--- config.mk ---
export PLATFORM = sky130hd
export DESIGN_NAME = cam_fifo_arbiter
export DESIGN_NICKNAME = d
export VERILOG_FILES = /design/src/rtl/cam_fifo_arbiter.sv
export SDC_FILE = /design/constraint.sdc
export NUM_CORES = 1
export LEC_CHECK = 0
export CAP_MARGIN = 5
export CORE_UTILIZATION = 37
export DETAILED_ROUTE_END_ITERATION = 7
export PLACE_DENSITY_LB_ADDON = 0.08
export SYNTH_ARGS = -nofsm -noshare
export SYNTH_HDL_FRONTEND = slang
export SYNTH_SLANG_ARGS = --single-unit
--- constraint.sdc ---
create_clock -name clk -period 1.7 [get_ports clk]
set_input_delay 0.17 -clock clk [delete_from_list [all_inputs] [get_ports clk]]
set_output_delay 0.17 -clock clk [all_outputs]
set_load 0.01 [all_outputs]
--- src/rtl/cam_fifo_arbiter.sv ---
`default_nettype none
// ============================================================================
// Module   : cam_fifo_arbiter
// Purpose  : Round-robin, row-burst arbiter that shares one pixel-FIFO write
//            port between two capture engines and tags each word with its
//            camera ID. Optional statistics counters: CAM_FIFO_ARB_STATS_EN.
// Revision : 1.0 - initial release
// ============================================================================
module cam_fifo_arbiter #(
  parameter int DATA_W      = 16,
  parameter int MAX_BURST   = 112,
  parameter int BURST_CNT_W = 7
) (
  input  logic              clk,
  input  logic              reset,
  input  logic              cam0_req,
  input  logic [DATA_W-1:0] cam0_data,
  input  logic              cam0_last,
  output logic              cam0_grant,
  input  logic              cam1_req,
  input  logic [DATA_W-1:0] cam1_data,
  input  logic              cam1_last,
  output logic              cam1_grant,
  input  logic              fifo_afull,
  output logic              fifo_wren,
  output logic [DATA_W:0]   fifo_wdata,
  output logic              busy,
  output logic [1:0]        tp_arb_state
`ifdef CAM_FIFO_ARB_STATS_EN
  ,
  output logic [31:0]       cam0_words,
  output logic [31:0]       cam1_words,
  output logic [15:0]       stall_cycles
`endif
);

  typedef enum logic [1:0] {
    ST_IDLE = 2'd0,
    ST_OWN0 = 2'd1,
    ST_OWN1 = 2'd2
  } arb_state_e;

  localparam logic [BURST_CNT_W-1:0] BURST_LAST = BURST_CNT_W'(MAX_BURST - 1);

  arb_state_e             state_q, state_d;
  logic [BURST_CNT_W-1:0] burst_cnt_q, burst_cnt_d;
  logic                   last_served_q, last_served_d;
  logic                   wren_q;
  logic [DATA_W:0]        wdata_q, wdata_d;

  logic xfer0, xfer1, xfer, xfer_last, burst_at_max;

  assign cam0_grant   = (state_q == ST_OWN0) && !fifo_afull;
  assign cam1_grant   = (state_q == ST_OWN1) && !fifo_afull;
  assign xfer0        = cam0_req && cam0_grant;
  assign xfer1        = cam1_req && cam1_grant;
  assign xfer         = xfer0 || xfer1;
  assign xfer_last    = xfer1 ? cam1_last : cam0_last;
  assign burst_at_max = (burst_cnt_q == BURST_LAST);
  assign wdata_d      = xfer1 ? {1'b1, cam1_data} : {1'b0, cam0_data};

  always_comb begin
    state_d       = state_q;
    burst_cnt_d   = burst_cnt_q;
    last_served_d = last_served_q;
    case (state_q)
      ST_IDLE: begin
        burst_cnt_d = '0;
        // On a tie the camera that was not served last wins.
        if (cam0_req && (!cam1_req || last_served_q)) begin
          state_d = ST_OWN0;
        end else if (cam1_req) begin
          state_d = ST_OWN1;
        end
      end
      ST_OWN0, ST_OWN1: begin
        if (xfer) begin
          if (xfer_last || burst_at_max) begin
            state_d       = ST_IDLE;
            last_served_d = (state_q == ST_OWN1);
            burst_cnt_d   = '0;
          end else begin
            burst_cnt_d = burst_cnt_q + BURST_CNT_W'(1);
          end
        end
      end
      default: begin
        state_d     = ST_IDLE;
        burst_cnt_d = '0;
      end
    endcase
  end

  always_ff @(posedge clk) begin
    if (reset) begin
      state_q       <= ST_IDLE;
      burst_cnt_q   <= '0;
      last_served_q <= 1'b1;
      wren_q        <= 1'b0;
      wdata_q       <= '0;
    end else begin
      state_q       <= state_d;
      burst_cnt_q   <= burst_cnt_d;
      last_served_q <= last_served_d;
      wren_q        <= xfer;
      if (xfer) begin
        wdata_q <= wdata_d;
      end
    end
  end

  assign fifo_wren    = wren_q;
  assign fifo_wdata   = wdata_q;
  assign busy         = (state_q != ST_IDLE);
  assign tp_arb_state = state_q;

`ifdef CAM_FIFO_ARB_STATS_EN
  logic [31:0] cam0_words_q, cam1_words_q;
  logic [15:0] stall_cycles_q;
  logic        owner_stalled;

  // A stall is a cycle where the current owner wants to send but afull blocks it.
  assign owner_stalled = fifo_afull &&
                         (((state_q == ST_OWN0) && cam0_req) ||
                          ((state_q == ST_OWN1) && cam1_req));

  always_ff @(posedge clk) begin
    if (reset) begin
      cam0_words_q   <= '0;
      cam1_words_q   <= '0;
      stall_cycles_q <= '0;
    end else begin
      if (xfer0 && (cam0_words_q != '1)) begin
        cam0_words_q <= cam0_words_q + 32'd1;
      end
      if (xfer1 && (cam1_words_q != '1)) begin
        cam1_words_q <= cam1_words_q + 32'd1;
      end
      if (owner_stalled && (stall_cycles_q != '1)) begin
        stall_cycles_q <= stall_cycles_q + 16'd1;
      end
    end
  end

  assign cam0_words   = cam0_words_q;
  assign cam1_words   = cam1_words_q;
  assign stall_cycles = stall_cycles_q;
`endif

endmodule
`default_nettype wire
== Yosys cells after proc, flatten, opt, wreduce, memory -nomap -nowiden ==
Index checks and enable logic that the tools add are counted.

* Add/sub/neg operators: 1
* Equal/unequal tests: 6
* Mux-type cells: 8
* Bitwise gates (word level): 1
* Reduce and logical (&&, ||, !) cells: 16

{| class="wikitable"
|+ Operator list
! operator !! count
|-
| $mux 17 || 1
|-
| $mux 2 || 4
|-
| $add 7x1->7 const B || 1
|-
| $eq 7x7->1 const B || 1
|-
| $mux 7 || 1
|-
| $reduce_and 3->1 || 2
|-
| $logic_and 1x1->1 || 5
|-
| $ne 2x2->1 const B || 2
|-
| $pmux 2 s2 || 1
|-
| $reduce_or 2->1 || 2
|-
| $logic_or 1x1->1 || 3
|-
| $ne 3x3->1 const B || 1
|-
| $eq 2x1->1 const B || 1
|-
| $eq 2x2->1 const B || 1
|-
| $logic_not 1->1 || 2
|-
| $logic_not 2->1 || 1
|-
| $reduce_bool 2->1 || 1
|-
| $mux 1 || 1
|-
| $not 1->1 || 1
|}

* Flip-flop bits (word level): 28
* Bits of input ports: 39
* Output and inout bits: 23
* Word-level logic and storage cells: 37

== Depth between registers and ports, before layout ==
* Word-level depth: 8
* Gate-level depth with buffers: 7
* Depth with buffers taken out: 6

== Least setup slack after synthesis ==
OpenSTA, ideal clock, no wires.

* Path type: register to register
* Start point: reg state_q[0] (netlist: tp_arb_state[0])
* End point: reg state_q[1] (netlist: tp_arb_state[1])
* Setup time: 0.103 ns
* Arrival: 1.640 ns
* Data required time: 1.597 ns
* Slack: -0.044 ns
* Stages on the path, launching flop included: 8
* Path buffers: 1
* Clock period less this slack: 1.744 ns
* Cells stage by stage: dfxtp_1 inv_1 ha_1 nand3b_4 buf_12 mux2i_4 a221oi_1 a2111oi_2

* Longest elaborated chain between the ends: 7
* Elaborated cells between the ends (all ways): 16
* Those cells by class: eq/ne (5); mux (2); reduce/logical (9)

{| class="wikitable"
|+ Ends and longest elaborated chain
! item !! line !! source
|-
| start: declaration || 45 || <nowiki>arb_state_e state_q, state_d;</nowiki>
|-
| start signal: assignment || 102 || <nowiki>state_q <= state_d;</nowiki>
|-
| $eq 2x2->1 || 54, 66 ||
|-
| $logic_and 1x1->1 || 54 || <nowiki>assign cam1_grant = (state_q == ST_OWN1) && !fifo_afull;</nowiki>
|-
| $logic_and 1x1->1 || 56 || <nowiki>assign xfer1 = cam1_req && cam1_grant;</nowiki>
|-
| $mux 1 || 58 || <nowiki>assign xfer_last = xfer1 ? cam1_last : cam0_last;</nowiki>
|-
| $logic_or 1x1->1 || 78 || <nowiki>if (xfer_last || burst_at_max) begin</nowiki>
|-
| $ne 2x2->1 (no line) || -- ||
|-
| $reduce_and 3->1 (no line) || -- ||
|}

Several ways; a longest one is shown, not always the timed one.
A chain may end at the register's enable or synchronous reset.

== Final worst setup path ==
* Start point: reg burst_cnt_q[0]
* End point: reg state_q[1] (netlist: tp_arb_state[1])

* Longest elaborated chain between the ends: 4

{| class="wikitable"
|+ Ends and longest elaborated chain
! item !! line !! source
|-
| start: declaration || 46 || <nowiki>logic [BURST_CNT_W-1:0] burst_cnt_q, burst_cnt_d;</nowiki>
|-
| start signal: assignment || 103 || <nowiki>burst_cnt_q <= burst_cnt_d;</nowiki>
|-
| $eq 7x7->1 || 59 || <nowiki>assign burst_at_max = (burst_cnt_q == BURST_LAST);</nowiki>
|-
| $logic_or 1x1->1 || 78 ||
|-
| $ne 2x2->1 (no line) || -- ||
|-
| $reduce_and 3->1 (no line) || -- ||
|}

No other way between the ends.

==> impl_metrics.py <==
metrics = {
    "logic_synthesis": {
        "synth_ff_type": "dfxtp_1",
        "yosys-top-cells-area": "dfxtp_1, mux2i_1, a211oi_1, nor2_1, ha_1",
        "ys_seq_area_frac": 0.395,
        "synth_edf_count": 0,
        "ys_types": 34,
        "syn_nets": 193,
        "synth_top_area_frac": 0.395,
        "netlist_area_um2": 1420,
        "yosys_warnings": 0,
        "synth_top_area_cell": "dfxtp_1",
        "synthArstFlopShare": 0,
        "avgSynthCellArea_um2": 9.46,
        "ys_ff_latch": 28,
        "synth_cells": 150,
    },
    "finish": {
        "final_area_um2": 2270,
        "area_growth_pct": 60.3,
        "nets": 264,
        "antenna_cells": 0,
        "drive_gt1_frac": 0.155,
    },
    "worst_setup_path": {
        "slowest_delay_ps": 520,
        "crit_chain": "ha_2 -> nand2_1 -> o31a_1 -> a221oi_1 -> a2111oi_4",
        "critPathBufInv": 0,
        "worstSetupStartpointType": "register",
        "cp.required_ps": 1850,
        "critPathMaxFanout": 4,
        "worstPathArrival_ps": 1830,
        "crit_family": "compound AO/OA/AOI/OAI gates",
        "worst-setup-path-type": "reg -> reg",
        "cpMaxStageDelayCell": "a221oi_1",
        "endpoint_kind": "register",
    },
    "power": {
        "clkPwrFrac": 0.197,
        "leakage_nw": 0.904,
        "power_density_nw_per_um2": 1160,
        "comb_power_share": 0.486,
        "ir_worst_vdd_mv": 0.691,
        "p_sw_mw": 0.893,
        "switching_share": 0.338,
        "power.internal_mw": 1.75,
        "p_seq_frac": 0.317,
    },
    "sta": {
        "slew_violations": 0,
        "hold_violations": 0,
        "fin_skew_ps": 3.54,
        "fmax_ghz": 0.594,
        "rsz0062_at_grt": "true",
        "tightest_slew_ps": 495,
        "maxSlewHeadroom": 0.670,
        "hold_slack_ps": 462,
        "post-route-min-period_ps": 1680,
        "finalCritPeriodShare": 0.990,
        "setup_viol": 0,
    },
    "drt": {
        "drtAntennaViolNets": 0,
        "wl_per_cell_um": 13.2,
        "num_vias": 1345,
        "drc_errors": 0,
        "drt_pass1_iterations": 4,
        "vias_per_cell": 5.02,
        "routed_wirelength_um": 3540,
        "drt-initial-drc-count": 44,
    },
    "global_route": {
        "grt_pass1_vias": 1251,
        "grt_max_degree": 33,
        "antenna_found_initial": 0,
        "grt_pass1_wl_um": 5660,
        "gr-total-overflow": 0,
        "grtUsageTotal": 0.176,
    },
    "clocking": {
        "clk_latency_ps": 280,
        "cts.sinks": 28,
        "cts_tree": "built",
        "cts_buffers": 3,
        "hold_buffers": 0,
        "clk_pin_slew_ps": 90,
        "h-tree-depth": 1,
        "clock_path_buffers": 2,
        "cts-root-buf": "clkbuf_8",
    },
    "floorplan": {
        "core_area_um2": 3660,
        "die-area_um2": 4090,
        "initial_core_util": 0.388,
        "top_level_ports": 62,
        "row_count": 22,
        "chipWidth_um": 63.9,
        "die_h_um": 63.9,
    },
    "placement": {
        "place_area_um2": 2130,
        "port_buffers": 61,
        "globalplace.congestion": 0.875,
        "dp_hpwl_um": 2680,
    },
    "status": {
        "status": "completed",
    },
    "run": {
        "drv_cap": 0,
    },
    "worst_hold_path": {
        "holdCritPathClass": "reg -> reg",
    },
}
## layout make-up
cell class	instances	area [µm²]
Fill cell	312	1390
Multi-Input combinational cell	107	828
Timing Repair Buffer	75	724
Sequential cell	28	568
Tap cell	48	60.1
Clock buffer	3	41.3
Clock inverter	1	30.0
Inverter	6	22.5
## per-stage QoR
step	setup slack, ps	utilization	setup TNS (ps)	instances	power, mW
after detailed placement	-176	0.582	-3460	262	1.99
after global placement	-118	0.582	-1430	262	1.97
final	16.7	0.621	0	268	2.65
after floorplan	6.38	-	0	150	1.47
after CTS	12.6	0.609	0	266	2.55
after global routing	-67.6	0.621	-78.3	268	2.81
## state kept, by name, indices dropped and copies added, names as in the netlist
register	cells
fifo_wdata	17
burst_cnt_q	7
tp_arb_state	2
fifo_wren	1
last_served_q	1
## cells by family after synthesis
family	Yosys count	synth area share
compound gates	29	0.155
xor+xnor	6	0.0370
fa+ha+maj	4	0.0353
buf+inv	15	0.0591
flops	28	0.395
mux	19	0.143
simple gates	49	0.175
## timing repair
action / CTS / global route
pin swaps: 0 / 5
buffers inserted: 0 / 2
endpoints found under the setup margin: 27 / 4
resized for setup: 10 / 7
## synth_stat cells (2+ instances only)
cell,count
a211oi_1,18
a21oi_1,3
buf_2,3
clkbuf_1,3
dfxtp_1,28
ha_1,4
inv_1,6
mux2i_1,18
nand2_1,6
nand2b_1,2
nand3_1,3
nor2_1,21
nor2b_1,2
nor3_1,8
nor4b_1,2
xnor2_1,5
## layer usage
metal	GRT usage	routed length (µm)	vias up
met2	0.305	1760	41
li1	-	-	682
met4	0.0455	31	0
met3	0.0464	196	5
met1	0.214	1550	617
met5	0	0	-
## worst reg2reg max path, delay by kind of cell, from the launching register on
kind	cells	cell delay, ps
AOI/OAI and AO/OA	3	920
DFF	1	360
adders and majority gates	1	200
and+or+nand+nor	1	70
## cells in the final DEF (no fill, tap or decap), types with 2 or more instances in the layout
master / n
clkdlybuf4s50_1: 58
dfxtp_1: 24
nor2_1: 21
mux2i_1: 18
a211oi_1: 17
buf_4: 13
nor3_1: 8
inv_1: 6
nand2_1: 6
xnor2_1: 5
nand3_1: 3
dfxtp_2: 3
clkbuf_8: 3
dlygate4sd2_1: 3
nor2b_1: 2
a21oi_2: 2
nand2b_1: 2
ha_2: 2
## power groups by stage
stage | Sequential, mW | Combinational, mW | Clock, mW
floorplan | 0.892 | 0.574 | 0
detailed placement | 0.842 | 1.15 | 0
CTS | 0.839 | 1.18 | 0.535
global route | 0.853 | 1.40 | 0.560
finish | 0.839 | 1.29 | 0.521
global placement | 0.837 | 1.13 | 0
## final timing paths
kind / startpoint / depth (start not counted) / to / slack, ps
worst max-delay path: burst_cnt_q[0] / 5 / tp_arb_state[1] / 20
worst min-delay path: fifo_wdata[16] / 2 / fifo_wdata[16] / 460
worst max register to register: burst_cnt_q[0] / 5 / tp_arb_state[1] / 20
worst min register to register: fifo_wdata[16] / 2 / fifo_wdata[16] / 460
No activity file was read; power rests on OpenSTA's default activity.
